<file path="src/rtl/ntt_commutator.sv">
// ntt_commutator: delay-commutator pairing coefficients DEPTH beats apart between butterfly stages
module ntt_commutator #(
  parameter int WIDTH = 12,
  parameter int DEPTH = 4
) (
  input  logic             clk,
  input  logic             rst_n,
  input  logic             clr,
  input  logic             in_valid,
  input  logic [WIDTH-1:0] in_a,
  input  logic [WIDTH-1:0] in_b,
  output logic             out_valid,
  output logic [WIDTH-1:0] out_a,
  output logic [WIDTH-1:0] out_b
);
  localparam int LG = $clog2(DEPTH);
  localparam logic [LG:0] FULL = (LG+1)'(DEPTH);
  localparam logic [LG:0] ONE = (LG+1)'(1);
  typedef enum logic {FILL, RUN} state_t;
  state_t state;
  logic [LG:0] t, fill, tb, fb;
  logic sel, go;
  logic [WIDTH-1:0] bd, ud, u, v;
  // a clear restarts the frame in the same cycle, so a concurrent beat becomes beat 0
  always_comb begin
    tb = clr ? '0 : t;
    fb = clr ? '0 : fill;
    sel = tb[LG];
    u = sel ? bd : in_a;
    v = sel ? in_a : bd;
    go = in_valid && !clr && (state == RUN || fill == FULL);
  end
  generate
    if (DEPTH == 1) begin : g_reg
      logic [WIDTH-1:0] rb, ru;
      // single-beat delay lines are plain registers
      always_ff @(posedge clk)
        if (in_valid) begin
          rb <= in_b;
          ru <= u;
        end
      assign bd = rb;
      assign ud = ru;
    end else begin : g_mem
      logic [WIDTH-1:0] mb [DEPTH];
      logic [WIDTH-1:0] mu [DEPTH];
      logic [LG-1:0] addr;
      assign addr = tb[LG-1:0];
      // read-before-write delay memories; the read returns the sample DEPTH beats old
      always_ff @(posedge clk)
        if (in_valid) begin
          mb[addr] <= in_b;
          mu[addr] <= u;
        end
      assign bd = mb[addr];
      assign ud = mu[addr];
    end
  endgenerate
  // beat/fill counters, fill-run state and registered output pair
  always_ff @(posedge clk or negedge rst_n)
    if (!rst_n) begin
      state <= FILL;
      t <= '0;
      fill <= '0;
      out_valid <= 1'b0;
      out_a <= '0;
      out_b <= '0;
    end else begin
      t <= in_valid ? tb + ONE : tb;
      fill <= (in_valid && fb != FULL) ? fb + ONE : fb;
      state <= clr ? FILL : (go ? RUN : state);
      out_valid <= go;
      if (go) begin
        out_a <= ud;
        out_b <= v;
      end
    end
endmodule

</file>
<file path="config.mk">
export PLATFORM = sky130hd
export DESIGN_NAME = ntt_commutator
export DESIGN_NICKNAME = d
export VERILOG_FILES = /design/src/rtl/ntt_commutator.sv
export SDC_FILE = /design/constraint.sdc
export NUM_CORES = 1
export LEC_CHECK = 0
export CORE_ASPECT_RATIO = 1.5
export CORE_UTILIZATION = 39
export CTS_BUF_LIST = sky130_fd_sc_hd__clkbuf_4
export DETAILED_ROUTE_END_ITERATION = 6
export PLACE_DENSITY = 0.58
export SETUP_SLACK_MARGIN = 0.5
export SYNTH_ARGS = -nofsm -noshare
export SYNTH_HDL_FRONTEND = slang
export SYNTH_SLANG_ARGS = --single-unit
</file>
<file path="constraint.sdc">
create_clock -name clk -period 6.55 [get_ports clk]
set_input_delay 1.31 -clock clk [delete_from_list [all_inputs] [get_ports clk]]
set_output_delay 1.31 -clock clk [all_outputs]
set_load 0.01 [all_outputs]
</file>
# Yosys cells after proc, flatten, opt, wreduce, memory -nomap -nowiden
# Memory sizes are Yosys's and may differ from the RTL's. A register that Yosys moved wholly into a read port is not among the register bits.
# Index checks and enable logic that the tools add are counted.
op_classes:
  n_addsub: 2
  multipliers: 0
  div: 0
  magnitude_cmp: 0
  eq_ne: 2
  n_shift: 0
  n_mux: 10
  bitwise: 0
  n_reduce_logical: 7
ops:
  columns: ["cell", "count"]
  rows:
  - ["12-bit two-way mux", 2]
  - ["3-bit two-way mux", 4]
  - ["3-bit by 1-bit adder with 3-bit output (second input constant)", 2]
  - ["1-bit two-way mux", 4]
  - ["3-bit == test (second input constant)", 1]
  - ["1-bit logical AND", 3]
  - ["3-bit inequality test (second input constant)", 1]
  - ["1-bit logical NOT", 2]
  - ["2-bit nonzero test", 1]
  - ["1-bit logical OR", 1]
word_totals:
  ff_bits: 20
  latch_bits: 0
  ram_bits: 96
  mem_bits_ro: 0
  inputBits: 28
  output_inout_bits: 25
  n_memories: 2
mem_list:
  columns: ["memory", "depth", "width", "read_ports", "rd_clocked_by_memory_dff", "wr", "line_no", "text"]
  rows:
  - ["g_mem.mb", 4, 12, 1, 0, 1, "45", "logic [WIDTH-1:0] mb [DEPTH];"]
  - ["g_mem.mu", 4, 12, 1, 1, 1, "46", "logic [WIDTH-1:0] mu [DEPTH];"]

# Logic depth before layout (Yosys ltp)
# Gate-level depths: netlist of the first run.
logic_depth:
  depth_word: 5
  mapped_depth: 9
  ltp_nobuf: 6

# Worst setup path after synthesis of the first run
# No wires, ideal clock.
synth_timing:
  path_type: "in2reg"
  start: "input clr"
  end: "memory g_mem.mb[1][0], enable pin"
  setup_ns: 0.407
  arrival_ns: 2.699
  slack_ns: 3.444
  stages: 3
  path_buffers: 1
  cell_sequence: "buf_2 > nand2b_4 > nor2b_1"
synth_between:
  elab_chain_len: 1
synth_rtl:
  columns: ["element", "line_no", "text"]
  rows:
  - ["from (decl)", "8", "input logic clr,"]
  - ["3-bit two-way mux", "26", "tb = clr ? '0 : t;"]
  - ["to (decl)", "45", null]
# No other way between the ends.

# Worst setup path in the final report of the first run
layout_timing:
  start: "input clr"
  end: "memory g_mem.mb[0][10], enable pin"
# The elaborated chain is that of the path after synthesis.

==> results of run 1 <==
==> cells by family (layout without fill, tap and decap cells) <==
group                    count (synthesis)  in the layout  synth area share, %
flip-flops                             128            128                70.33
AND/OR/NAND/NOR                        102            102                9.101
AO/OA/AOI/OAI                           90             90                14.07
buffers and inverters                   25             90                2.867
multiplexers                            15             15                2.890
XOR/XNOR                                 3              3               0.5018
adder cells (fa/ha/maj)                  1              1               0.2389
other                                    0              1                    0
==> synth_stat cells (all sizes together) (3+ instances only) <==
| library cell | count |
|---|---|
| nor3b | 3 |
| nand2 | 55 |
| o21ai | 26 |
| mux2i | 14 |
| dfrtp | 32 |
| nand2b | 4 |
| edfxtp | 96 |
| o31ai | 12 |
| nor2b | 15 |
| nor2 | 20 |
| a2111oi | 12 |
| a222oi | 9 |
| buf | 17 |
| clkbuf | 6 |
| a22o | 21 |
==> worst reg2reg max path, stage by stage (launching register included) <==
cell and delay [ns]:
dfrtp_1 0.82, o21bai_1 1.07, and2_1 0.23, buf_4 0.34
==> how the worst max path moves through the flow <==
stage               startpoint         endpoint  slack [ns]
floorplan                  clr   g_mem.mb[1][0]        3.44
global placement           clr  g_mem.mb[0][10]        2.97
detailed placement         clr  g_mem.mb[0][10]        2.94
CTS                        clr   g_mem.mu[0][7]        3.53
global route               clr   g_mem.mu[1][3]        3.38
finish                     clr  g_mem.mb[0][10]        3.51
==> per-layer routing <==
layer  global-route usage [%]  vias up  wire length, um  share of wire, %
li1                         -     1509                -                 -
met1                    18.60     1580             4341                39
met2                    31.17      105             6189                55
met3                    3.988       22              464               4.1
met4                    9.112        0              226               2.0
met5                        0        -                0                 0
==> sequential cells by signal (all words and copies together) (netlist names) <==
name       count
out_valid      1
g_mem.mu      48
fill           3
t              3
out_b         12
g_mem.mb      48
state          1
out_a         12
==> metrics by stage <==
step | power [W] | utilization (%) | cell area [sq um] | setup slack [ns]
after floorplan | 0.001192 | - | 5238 | 3.444
after global placement | 0.001351 | 45.04 | 5863 | 2.970
after detailed placement | 0.001361 | 45.04 | 5863 | 2.939
after CTS | 0.001953 | 47.50 | 6183 | 3.533
after global routing | 0.002026 | 47.52 | 6186 | 3.382
final | 0.001932 | 47.52 | 6186 | 3.512
==> power breakdown <==
| part | total [W] | internal (W) | switching (W) |
|---|---|---|---|
| Combinational | 0.000328 | 0.000171 | 0.000158 |
| Sequential | 0.00101 | 0.000954 | 0.0000543 |
| Clock | 0.000595 | 0.000301 | 0.000294 |
| Total | 0.00193 | 0.00143 | 0.000507 |
==> layout make-up <==
type,count,area [sq um],share of cell area (%)
antenna,1,2.502,0.04045
clock buffer,17,127.6,2.063
clock inverter,15,192.7,3.115
inverter,2,7.507,0.1214
multi-input combinational,211,1428,23.08
sequential,128,3684,59.55
tap,159,198.9,3.216
timing repair buffer,56,545.5,8.819
==> reports/metrics.yaml, run 1 <==
initial_core_util_pct: 40.23
cts_inserted_buffers: 17
period_needed_ns: 3.038
first_iter_violations: 302
wl_um: 11220
cts_hold_buf: 0
worstPathMaxFanout: 26
worstMarginPinSlew_ns: 1.130
path_depth: 5
dr.pass1.iters: 7
dp.cells: 556
vdd_ir_drop_max_uv: 201.4
root_buffer: "clkbuf_4"
syn-num-nets: 393
drc: 0
cellLeakagePower_nw: 2.267
r2r_cells: 3
wire_per_inst_um: 19.05
drive_gt1_share_pct: 13.05
netlist_area_sq_um: 5238
ctsHtreeMaxLevel: 4
rows: 51
async_flop_share_pct: 25.00
ys_top_cells_by_area: "edfxtp_1 (55%), dfrtp_1 (15%), nand2_1 (3.9%)"
antenna_found_initial: 1
netlist.area_leader.share_pct: 55.04
grt_max_degree: 48
min_to: "out_b[9]"
hold_viol_final: 0
io_pins: 53
synthToLayoutAreaGrowth_pct: 18.11
clock_latency_ns: 0.52
holdPathStages: 2
syn_area_per_cell_sq_um: 14.39
fin_cells: 589
hold_ws_ns: 0.4902
num-nets-final: 445
regToRegSetupSlack_ns: 3.75
ant_nets: 0
hold_start: "out_b[9]"
holdCritPathClass: "register to register"
r2r-start: "t[0]"
gr-total-overflow: 0
fillerInstances: 1192
crit_type: "primary input to register"
cts_setup_buffers: 0
clk_pin_slew_worst_paths_ns: 0.11
cp-start-kind: "primary input"
dp_hpwl_um: 7034
seq_area_frac_synth_pct: 70.33
synth_cell_types: 40
worstReg2RegEnd: "g_mem.mb[0][10]"
max_stage_delay_ns: 0.54
vias: 3216
cp_data_required_time_ns: 6.74
die_area_sq_um: 13910
grt_pass1_wl_um: 18010
fp.dieW_um: 96.62
cts_max_path_buffers: 2
setup_violations: 0
yosysTopAreaCell: "edfxtp_1"
slew_violations: 0
post-route-period-util_pct: 46.38
numClockSinks: 128
ys_ff_latch: 128
cts_tree: "done"
synthCells: 364
max-cap-violations: 0
die_h_um: 143.9
yosys_warnings: 0
status: "finished clean"
core-area_sq_um: 13020
synth_edf_count: 96
grt_usage_pct: 17.19
synth_ff_type: "edfxtp_1"
clock_skew_ns: 0.02062
critPathArrivalTime_ns: 3.23
relSlewSlack_pct: 24.64
powerDensity_nw_per_um2: 312.3
timing.critical_path.buf_inv: 3
worst_path_max_delay_cell: "o21bai_1"
rsz0062_at_grt: "no"
layout_commonest_cell: "edfxtp_1"
vias_per_cell: 5.460
cts_resized: 0
cpMostUsedCell: "buf_4"
portBuffers: 52
final_cell_mix: "edfxtp_1 (96), nand2_1 (55), clkdlybuf4s50_1 (51)"
fmax_ghz: 0.3292
cp_cell_sequence: "clkdlybuf4s50_1 -> buf_4 -> o21bai_1 -> and2_1 -> buf_4"
setup_tns_ns: 0
grt_pass1_vias: 3438
critPathTopFamily: "buffers and inverters"
cp-end-kind: "register"
place_congestion: 0.7594
Note: power is estimated with default switching activity, not from simulation.
==> inputs of run 2 (changes only) <==
==> constraint.sdc (replaced) <==
create_clock -name clk -period 2.9 [get_ports clk]
set_input_delay 0.58 -clock clk [delete_from_list [all_inputs] [get_ports clk]]
set_output_delay 0.58 -clock clk [all_outputs]
set_load 0.01 [all_outputs]
==> reports/metrics.yaml, run 2 (synthesis results as in run 1) <==
status: "finished clean"
rsz0062_at_grt: "no"
drive_gt1_share_pct: 14.81
die_area_sq_um: 13910
first_iter_violations: 191
synthToLayoutAreaGrowth_pct: 20.69
cellLeakagePower_nw: 2.339
cp-start-kind: "primary input"
cts_tree: "done"
gr-total-overflow: 0
clk_pin_slew_worst_paths_ns: 0.11
fp.dieW_um: 96.62
core-area_sq_um: 13020
fillerInstances: 1185
worst_path_max_delay_cell: "nor3b_2"
cts_max_path_buffers: 2
initial_core_util_pct: 40.23
comb_power_share_pct: 18.0
portBuffers: 52
powerDensity_nw_per_um2: 692.4
ctsHtreeMaxLevel: 4
ant_nets: 0
max_stage_delay_ns: 0.82
wire_per_inst_um: 18.59
r2r_cells: 4
worstMarginPinSlew_ns: 0.9306
rows: 51
vias_per_cell: 5.322
dp_hpwl_um: 7139
placed_cell_area_sq_um: 6001
p_clk_share_pct: 30.6
setup_violations: 0
place_congestion: 0.7389
worstPathMaxFanout: 12
num-nets-final: 455
crit_type: "primary input to register"
max-cap-violations: 0
cts_hold_buf: 0
finalInstanceArea_sq_um: 6321
vdd_ir_drop_max_uv: 313.3
layout_commonest_cell: "edfxtp_1"
antenna_found_initial: 1
cp_data_required_time_ns: 3.24
grt_usage_pct: 17.32
p_switching_w: 0.001108
switching_share_pct: 25.31
setup_tns_ns: 0
drc: 0
die_h_um: 143.9
multi_input_area_sq_um: 1423
fmax_ghz: 0.4618
numClockSinks: 128
clock_skew_ns: 0.01216
grt_max_degree: 35
root_buffer: "clkbuf_4"
wl_um: 11140
cts_resized: 0
critPathArrivalTime_ns: 2.51
hold_viol_final: 0
slew_violations: 0
vias: 3188
p_seq_share_pct: 51.4
top_regs: "g_mem.mb (48), g_mem.mu (48)"
dr.pass1.iters: 5
intPower_w: 0.003269
clock_latency_ns: 0.51
cts_setup_buffers: 0
cts_inserted_buffers: 17
ff_latch_area_sq_um: 3684
grt_pass1_vias: 3280
period_needed_ns: 2.165
post-route-period-util_pct: 74.67
relSlewSlack_pct: 37.69
holdCritPathClass: "primary input to asynchronous set/reset pin"
cp_cell_sequence: "clkdlybuf4s50_1 -> nor3b_2 -> a22o_1 -> o21ai_0 -> nand2_1"
io_pins: 53
final_cell_mix: "edfxtp_1 (96), nand2_1 (55), clkdlybuf4s50_1 (52)"
cp-end-kind: "register"
grt_pass1_wl_um: 17880
[run 2: cell count changes in the layout (fill, tap and decap cells not counted)]
| cell | delta |
|---|---|
| inv_6 | -1 |
| buf_4 | +5 |
| clkinv_4 | -1 |
| clkbuf_4 | +3 |
| buf_2 | -1 |
| nor2_2 | +1 |
| clkdlybuf4s50_1 | +1 |
| nor2_4 | -1 |
| clkinvlp_4 | -1 |
| buf_12 | +5 |
[run 2: critical path, delay by kind of cell]
family          cells  cell delay (ns)
compound gates      2             0.39
buf+inv             1             0.53
simple gates        2             1.01
[run 2: area by class of cell]
class / instances / share of cell area (%)
Antenna cell: 1 / 0.03959
Inverter: 2 / 0.1188
Clock buffer: 20 / 2.375
Sequential cell: 128 / 58.27
Timing Repair Buffer: 66 / 10.89
Clock inverter: 12 / 2.652
Tap cell: 159 / 3.147
Multi-Input combinational cell: 211 / 22.51
[run 2: per-stage QoR]
stage               worst slack [ns]  hold WS, ns  util, %  total power, W  cells
global placement              0.2464       0.4613    46.10        0.003082    566
global route                  0.5665       0.4416    48.56        0.004589    599
detailed placement            0.1771       0.4666    46.10        0.003096    566
finish                        0.7347       0.4600    48.56        0.004376    599
floorplan                     0.5218       0.2844        -        0.002693    364
CTS                           0.7473       0.4409    48.54        0.004439    598
[run 2: final timing paths]
check                         start             end  slack, ns
max in group asynchronous     rst_n            t[2]       2.09
min in group clk           out_b[8]        out_b[8]       0.49
hold reg to reg            out_b[8]        out_b[8]       0.49
hold / removal                rst_n        out_b[3]       0.46
setup / recovery                clr  g_mem.mu[2][5]       0.73
setup reg to reg               t[1]  g_mem.mu[2][5]       0.74
[run 2: metal layers]
metal | vias up | routed length [um] | GRT usage [%] | part of all wire [%]
met3 | 7 | 514 | 5.156 | 4.6
met1 | 1583 | 4444 | 19.19 | 40
met5 | - | 0 | 0 | 0
met4 | 0 | 116 | 6.049 | 1.0
met2 | 76 | 6059 | 31.50 | 54
li1 | 1522 | - | - | -
[run 2: power by group through the flow]
stage	sequential (W)	clock (W)	combinational [W]
floorplan	0.00232	0	0.000371
global placement	0.00229	0	0.000790
detailed placement	0.00229	0	0.000802
CTS	0.00225	0.00138	0.000803
global route	0.00227	0.00146	0.000858
finish	0.00225	0.00134	0.000788
